File: src/rtl/rf_write_arbiter.sv
// Round-robin arbiter sharing the register file write port among NUM_REQ producers,
// with a per-register busy scoreboard that raises RAW stalls and blocks WAW issues.
module rf_write_arbiter #(
  parameter int NUM_REQ    = 3,
  parameter int REG_SIZE   = 16,
  parameter int REG_NUMBER = 8,
  parameter int ADDR_W     = 3
) (
  input  logic                         clk,
  input  logic                         rst,
  input  logic [NUM_REQ-1:0]           i_req_valid,
  input  logic [NUM_REQ*ADDR_W-1:0]    i_req_addr,
  input  logic [NUM_REQ*REG_SIZE-1:0]  i_req_data,
  output logic [NUM_REQ-1:0]           o_req_ready,
  output logic                         o_rf_we,
  output logic [ADDR_W-1:0]            o_rf_waddr,
  output logic [REG_SIZE-1:0]          o_rf_wdata,
  input  logic                         i_issue_valid,
  input  logic [ADDR_W-1:0]            i_issue_addr,
  output logic                         o_issue_ready,
  input  logic                         i_rd_en1,
  input  logic [ADDR_W-1:0]            i_rd_addr1,
  input  logic                         i_rd_en2,
  input  logic [ADDR_W-1:0]            i_rd_addr2,
  output logic                         o_stall,
  output logic [REG_NUMBER-1:0]        o_busy_mask
);

  localparam int PTR_W = (NUM_REQ > 1) ? $clog2(NUM_REQ) : 1;

  logic [PTR_W-1:0]      r_ptr;
  logic                  r_we;
  logic [ADDR_W-1:0]     r_waddr;
  logic [REG_SIZE-1:0]   r_wdata;
  logic [REG_NUMBER-1:0] r_busy;

  logic [ADDR_W-1:0]     w_addr_arr [NUM_REQ];
  logic [REG_SIZE-1:0]   w_data_arr [NUM_REQ];
  logic [NUM_REQ-1:0]    w_grant;
  logic                  w_gnt_any;
  logic [PTR_W-1:0]      w_gnt_idx;
  logic [PTR_W-1:0]      w_ptr_next;
  logic [ADDR_W-1:0]     w_sel_addr;
  logic [REG_SIZE-1:0]   w_sel_data;
  logic                  w_issue_fire;
  logic [REG_NUMBER-1:0] w_set_mask;
  logic [REG_NUMBER-1:0] w_clr_mask;
  logic [REG_NUMBER-1:0] w_busy_next;

  for (genvar gi = 0; gi < NUM_REQ; gi++) begin : g_unpack
    assign w_addr_arr[gi] = i_req_addr[gi*ADDR_W +: ADDR_W];
    assign w_data_arr[gi] = i_req_data[gi*REG_SIZE +: REG_SIZE];
  end

  // Round-robin search from r_ptr, wrapping modulo NUM_REQ; first valid index wins
  always_comb begin : p_arbitrate
    int               v_sum;
    logic [PTR_W-1:0] v_idx;
    logic             v_hit;
    w_grant    = '0;
    w_gnt_any  = 1'b0;
    w_gnt_idx  = '0;
    w_sel_addr = '0;
    w_sel_data = '0;
    v_sum      = 0;
    v_idx      = '0;
    v_hit      = 1'b0;
    for (int k = 0; k < NUM_REQ; k++) begin
      v_sum      = int'(r_ptr) + k;
      v_idx      = PTR_W'((v_sum >= NUM_REQ) ? (v_sum - NUM_REQ) : v_sum);
      v_hit      = i_req_valid[v_idx] & ~w_gnt_any;
      w_grant[v_idx] = w_grant[v_idx] | v_hit;
      w_gnt_idx  = v_hit ? v_idx : w_gnt_idx;
      w_sel_addr = v_hit ? w_addr_arr[v_idx] : w_sel_addr;
      w_sel_data = v_hit ? w_data_arr[v_idx] : w_sel_data;
      w_gnt_any  = w_gnt_any | v_hit;
    end
  end

  // Pointer moves to the slot after the winner
  always_comb begin : p_ptr_next
    w_ptr_next = (w_gnt_idx == PTR_W'(NUM_REQ - 1)) ? '0 : (w_gnt_idx + PTR_W'(1));
  end

  // Scoreboard next state: a set on the same register as a clear takes priority
  always_comb begin : p_busy_next
    w_issue_fire = i_issue_valid & ~r_busy[i_issue_addr] & ~rst;
    w_set_mask   = '0;
    w_clr_mask   = '0;
    for (int r = 0; r < REG_NUMBER; r++) begin
      w_set_mask[r] = w_issue_fire & (i_issue_addr == ADDR_W'(r));
      w_clr_mask[r] = r_we & (r_waddr == ADDR_W'(r));
    end
    w_busy_next = (r_busy & ~w_clr_mask) | w_set_mask;
  end

  // Write port, arbitration pointer and scoreboard registers
  always_ff @(posedge clk) begin
    if (rst) begin
      r_ptr   <= '0;
      r_we    <= 1'b0;
      r_waddr <= '0;
      r_wdata <= '0;
      r_busy  <= '0;
    end else begin
      r_we   <= w_gnt_any;
      r_busy <= w_busy_next;
      if (w_gnt_any) begin
        r_waddr <= w_sel_addr;
        r_wdata <= w_sel_data;
        r_ptr   <= w_ptr_next;
      end
    end
  end

  assign o_req_ready   = w_grant & {NUM_REQ{~rst}};
  assign o_issue_ready = ~rst & ~r_busy[i_issue_addr];
  // No bypass: the register stays busy through the cycle its write is on the port
  assign o_stall       = (i_rd_en1 & r_busy[i_rd_addr1]) | (i_rd_en2 & r_busy[i_rd_addr2]);
  assign o_rf_we       = r_we;
  assign o_rf_waddr    = r_waddr;
  assign o_rf_wdata    = r_wdata;
  assign o_busy_mask   = r_busy;

endmodule

File: config.mk
export PLATFORM = sky130hd
export DESIGN_NAME = rf_write_arbiter
export DESIGN_NICKNAME = d
export VERILOG_FILES = /design/src/rtl/rf_write_arbiter.sv
export SDC_FILE = /design/constraint.sdc
export NUM_CORES = 1
export LEC_CHECK = 0
export ABC_AREA = 1
export BUFFER_PORTS_ARGS = -buffer_cell sky130_fd_sc_hd__buf_2
export CORE_MARGIN = 2
export CORE_UTILIZATION = 45
export DETAILED_ROUTE_END_ITERATION = 16
export MAX_ROUTING_LAYER = met4
export PLACE_DENSITY = 0.75
export SYNTH_ARGS = -nofsm -noshare
export SYNTH_HDL_FRONTEND = slang
export SYNTH_SLANG_ARGS = --single-unit
File: constraint.sdc
create_clock -name clk -period 1.9 [get_ports clk]
set_input_delay 0.095 -clock clk [delete_from_list [all_inputs] [get_ports clk]]
set_output_delay 0.095 -clock clk [all_outputs]
set_load 0.01 [all_outputs]
; Word-level counts from Yosys, hierarchy flattened
; Cells that the tools add are included.
; W data, S select, Z words.
[op_classes]
bitwise_logic = 41
muxes = 57
n_addsub = 6
n_eq_ne = 15
order_cmp = 15
n_reduce_logical = 5
[op_table]
columns = operator, count
row1 = $mux W16, 9
row2 = $bmux W16 S2, 3
row3 = $mux W3, 9
row4 = $eq A3 B3 Y1 const B, 8
row5 = $and A1 B1 Y1, 23
row6 = $bmux W3 S2, 3
row7 = $mux W2, 7
row8 = $bmux W1 S2, 6
row9 = $eq A3 B2 Y1 const B, 4
row10 = $lt A3 B4 Y1 const B, 3
row11 = $mux W1, 12
row12 = $bmux W1 S3, 3
row13 = $ge A3 B3 Y1 const B, 3
row14 = $lt A2 B3 Y1 const B, 3
row15 = $not A2 Y3, 3
row16 = $and A8 B8 Y8, 1
row17 = $not A8 Y8, 1
row18 = $or A8 B8 Y8, 1
row19 = $and A3 B3 Y3, 2
row20 = $bwmux W3, 2
row21 = $demux W1 S2, 3
row22 = $eq A3 B1 Y1 const B, 2
row23 = $ge A2 B1 Y1 const B, 3
row24 = $ge A3 B2 Y1 const B, 2
row25 = other kinds (10), 23
[totals]
wordCells = 144
inputBits = 74
register_bits = 30
out_inout_bits = 33

; Logic depth before layout (Yosys ltp)
[logic_depth]
word_depth = 16
mapped_depth = 15
ltp_nobuf = 13

; Worst setup path after synthesis
; No wires, ideal clock.
[synth_path]
path_type = reg2reg
from = reg r_ptr[0]
to = reg r_waddr[1], in the netlist o_rf_waddr[1]
required_ns = 1.844
setup_slack_ns = 0.103
path_stages_with_launch = 14
arrival_time_ns = 1.741
period_less_slack_ns = 1.797
n_path_buf = 2
setup_time_ns = 0.056
cell_sequence = dfxtp_1 inv_1 ha_1 buf_2 nand2_1 nand3_2 nand2_4 nand2_4 nor2_4 buf_4 nand2_1 nand4_1 nand2_1 inv_1
[synth_via]
elab_chain_cells = 10
word_cells_on_any_way = 38
cone_classes = add/sub: 5 / order compare: 3 / mux: 21 / bitwise: 9
[synth_lines]
columns = element, line
row1 = start: declaration, 31  ; logic [PTR_W-1:0] r_ptr;
row2 = start signal: assignment, 111  ; r_ptr <= w_ptr_next;
row3 = "$add A2 B1 Y3, or another cell as far along", 69  ; v_sum = int'(r_ptr) + k;
row4 = "$ge A3 B2 Y1, or another cell as far along", 70  ; v_idx = PTR_W'((v_sum >= NUM_REQ) ? (v_sum - NUM_REQ) : v_sum);
row5 = $mux W2 / $bmux W1 S2 (equally long branches), "70, 71"
row6 = $bmux W1 S2 / $mux W1 (equally long branches), 71  ; v_hit = i_req_valid[v_idx] & ~w_gnt_any;
row7 = $mux W1 (implied by the code) / $not A1 Y1 (equally long branches), 71
row8 = $and A1 B1 Y1, 71
row9 = $or A1 B1 Y1, 76  ; w_gnt_any = w_gnt_any | v_hit;
row10 = $not A1 Y1, 71
row11 = $and A1 B1 Y1, 71
row12 = $mux W3 / $or A1 B1 Y1 (equally long branches), "74, 76"
row13 = end signal: assignment, 109  ; r_waddr <= w_sel_addr;
row14 = end: declaration, 33  ; logic [ADDR_W-1:0] r_waddr;
; Parallel ways exist; a longest one is shown, timed or not. The select of a mux whose other input is x is not followed.
; A chain may end at the register's enable or synchronous reset.

; Worst setup path in the final report
[layout_path]
from = reg r_ptr[0]
to = out o_req_ready[0]
[layout_via]
elab_chain_cells = 16
word_cells_on_any_way = 50
cone_classes = add/sub: 5 / order compare: 9 / mux: 23 / bitwise: 10 / reduce/logical: 3
[layout_lines]
columns = element, line
row1 = $sub A2 B2 Y2 / $ge A2 B2 Y1 (equally long branches), 70
row2 = $mux W2, 70
row3 = $lt A2 B3 Y1 (implied by the code) / $ge A2 B1 Y1 (equally long branches), 72  ; w_grant[v_idx] = w_grant[v_idx] | v_hit;
row4 = $logic_and A1 B1 Y1 (implied by the code), 72
row5 = $mux W1 (implied by the code), 72
row6 = $demux W1 S2, 72
row7 = $and A3 B3 Y3 (no line), --
row8 = $bmux W1 S2, 72
row9 = $mux W1 (implied by the code), 72
row10 = $or A1 B1 Y1, 72
row11 = $bwmux W3, 72
row12 = $bmux W1 S2, 72
row13 = $mux W1 (implied by the code), 72
row14 = $or A1 B1 Y1, 72
row15 = $bwmux W3 (*), 72
row16 = $and A3 B3 Y3 (*), 116  ; assign o_req_ready = w_grant & {NUM_REQ{~rst}};
row17 = end: declaration, 14  ; output logic [NUM_REQ-1:0] o_req_ready,
; Every way passes the cells marked *; elsewhere a longest branch is shown, timed or not. The select of a mux whose other input is x is not followed.

==> reports/results.tsv <==
metric	value	unit
crit_top_cell	nand2_2	
syn2layout_area_growth	27.8	%
status	finished with violations	
synth.area.top_cells	nand2_1, dfxtp_1, o21ai_0	
power.internal	2810	µW
ys_seq_area_share	17.9	%
r2r_slack	-0.06	ns
ys_ff_latch	30	
seqPwrFrac	16.1	%
final_cell_mix	nand2_1, o21ai_0, buf_2, inv_1, a21oi_1	
p_comb_share	75.9	%
row_count	31	
yosysWarningCount	0	
rr_worst_depth	13	
cp_data_required_time	1.80	ns
fin_ws	-0.168	ns
grt_usage	26.6	%
min_from	rst	
dieArea	8160	µm²
ios	107	
cts_tree	built	
place_congestion	0.894	
fin_setup_tns	-0.480	ns
critPathKind	flop to output port	
clk_pin_slew	0.06	ns
critPathMaxFanout	6	
cp_slowest_cell	dfxtp_4	
hold_path_end	o_busy_mask[0]$_SDFF_PP0_	
layout-drive-gt1-share	25.5	%
worstHoldPathCells	2	
die_w	90.3	µm
violations	setup timing	
timing.rr.start	r_ptr[0]$_SDFFE_PP0P_	
grt_pass1_vias	4175	
grt_pass1_wl	18000	µm
synth-main-ff-cell	dfxtp_1	
synth-edff-count	0	
clk_latency	0.28	ns
place.port_buffers	106	
rsz0062_at_grt	true	
cts_root_buf	clkbuf_8	
start_kind	flop	
ant_nets	0	
max_cap_violations	0	
tightest_slew	0.644	ns
grt_max_degree	49	
hpwl	7950	µm
drc	0	
slew_headroom	57.0	%
syn_area	3350	µm²
synth_area_leader_cell	nand2_1	
path_cells	inv_2, ha_4, inv_6, nor2_4, nand2_2, nand2_2, nand3_4, nand2_4, o21ai_1, nor2_1, buf_2	
cts.sinks	30	
final_util	59.1	%
cts_buffers	5	
grt-ovfl-total	0	
period_needed	2.07	ns
end_kind	output port	
grt_antenna_before_repair	0	
p_sw	3040	µW
finalSetupViolCount	7	
syn_inst	611	
finClkSkew	0.00696	ns
mostFrequentLayoutCell	nand2_1	
peakVddDrop	647	µV
num_antenna_cells	0	
via_count	4463	
synth_top_area_share	20.5	%
syn_avg_cell_area	5.49	µm²
core-area	7250	µm²
slowest_delay	0.38	ns
first_iter_violations	369	
hold_path.class	input pin to flop	
power.share.switching	51.9	%
powerDensity	1360	nW/µm²
htreeDepth	2	
post-route-period-util	109	%
die_h	90.3	µm
synth_fp_nets	688	
clkPwrFrac	8.1	%
critical_path_arrival	1.97	ns
clk_path_buf_depth	2	
start_util	46.2	%
final_nets	798	
wirelength	11000	µm
synth.distinct_cells	28	
ys_async_sr_fraction	0	%
r2r_end	o_rf_waddr[0]$_SDFFE_PP0P_	
max_freq	484	MHz
maxSlewViolCount	0	
wire_per_inst	13.4	µm
finalHoldViolations	0	
dr.pass1.iters	6	
leakage	0.00225	µW
vias_per_cell	5.44	
[how the worst max path moves through the flow]
stage,startpoint,end,slack (ns),depth (start not counted)
after CTS,r_ptr[0]$_SDFFE_PP0P_,o_req_ready[1],0.004,11
after global routing,r_ptr[0]$_SDFFE_PP0P_,o_req_ready[1],-0.25,11
after detailed placement,r_ptr[0]$_SDFFE_PP0P_,o_rf_waddr[0]$_SDFFE_PP0P_,-0.06,10
final,r_ptr[0]$_SDFFE_PP0P_,o_req_ready[0],-0.17,11
after floorplan,r_ptr[0]$_SDFFE_PP0P_,o_rf_waddr[1]$_SDFFE_PP0P_,0.10,13
after global placement,r_ptr[1]$_SDFFE_PP0P_,o_req_ready[1],0.04,10
[cells by family (layout without fill, tap and decap cells)]
family                   count (synthesis)  in the layout  share of synthesized area [%]
AO/OA/AOI/OAI                          179            179                           28.8
adder cells (fa/ha/maj)                  3              3                           1.12
buffers and inverters                  136            246                           17.1
flip-flops                              30             30                           17.9
AND/OR/NAND/NOR                        263            263                           35.1
[critical path: cells and delay by family (launching register included)]
family / cells / cell delay (ns)
DFF: 1 / 0.38
AOI/OAI and AO/OA: 1 / 0.08
buffers and inverters: 3 / 0.27
and+or+nand+nor: 6 / 0.63
adders and majority gates: 1 / 0.33
[sequential cells by signal, summed over array words and instances (netlist names)]
name and count:
o_busy_mask 8, o_rf_we 1, o_rf_waddr 3, o_rf_wdata 16
r_ptr 2
[stage by stage]
stage / hold WS (ns) / instances / power (µW) / cell area (µm²) / worst slack (ns)
6_report: 0.189 / 820 / 5850 / 4290 / -0.168
5_1_grt: 0.185 / 820 / 6390 / 4290 / -0.246
4_1_cts: 0.175 / 816 / 5550 / 4200 / 0.00446
3_5_place_dp: 0.464 / 805 / 4840 / 4020 / -0.0563
3_3_place_gp: 0.454 / 805 / 4730 / 4020 / 0.0406
2_1_floorplan: 0.164 / 611 / 3760 / 3350 / 0.103
[synth_stat cells, types with 2 or more instances]
| master | n |
|---|---|
| o21ai_1 | 3 |
| nand2_1 | 183 |
| inv_2 | 5 |
| buf_4 | 2 |
| nor2_1 | 24 |
| buf_6 | 4 |
| dfxtp_1 | 30 |
| nand4_1 | 26 |
| o211ai_1 | 26 |
| ha_1 | 3 |
| nand3_4 | 2 |
| a21oi_1 | 35 |
| inv_1 | 92 |
| buf_2 | 16 |
| o21ai_0 | 114 |
| nand3_1 | 19 |
| clkbuf_1 | 13 |
| inv_4 | 2 |
| nand2_4 | 3 |
[what timing repair did]
action	in CTS	in global routing
gates cloned	0	1
setup endpoints to repair	7	25
pin swaps	8	16
hold buffers	0	0
gates resized for setup	25	17
buffers inserted	4	3
[routing by layer]
metal,global-route usage (%),vias to the layer above,routed length (µm)
met3,4.42,24,919
met5,-,-,0
met4,8.21,0,234
met2,46.1,225,5220
met1,31.5,2006,4650
li1,-,2208,-
[power by group through the flow]
stage | registers, µW | clock network, µW | logic [µW]
after floorplan | 970 | 0 | 2790
after global placement | 929 | 0 | 3800
after detailed placement | 928 | 0 | 3910
after CTS | 934 | 487 | 4130
after global routing | 953 | 521 | 4910
final | 939 | 471 | 4440
[final cells by class]
type / instances / area (µm²)
Tap cell: 99 / 124
Inverter: 99 / 389
Timing Repair Buffer: 140 / 821
Clock buffer: 7 / 76.3
Fill cell: 706 / 2970
Sequential cell: 30 / 606
Multi-Input combinational cell: 445 / 2270
Power figures use the tool's default switching activity.
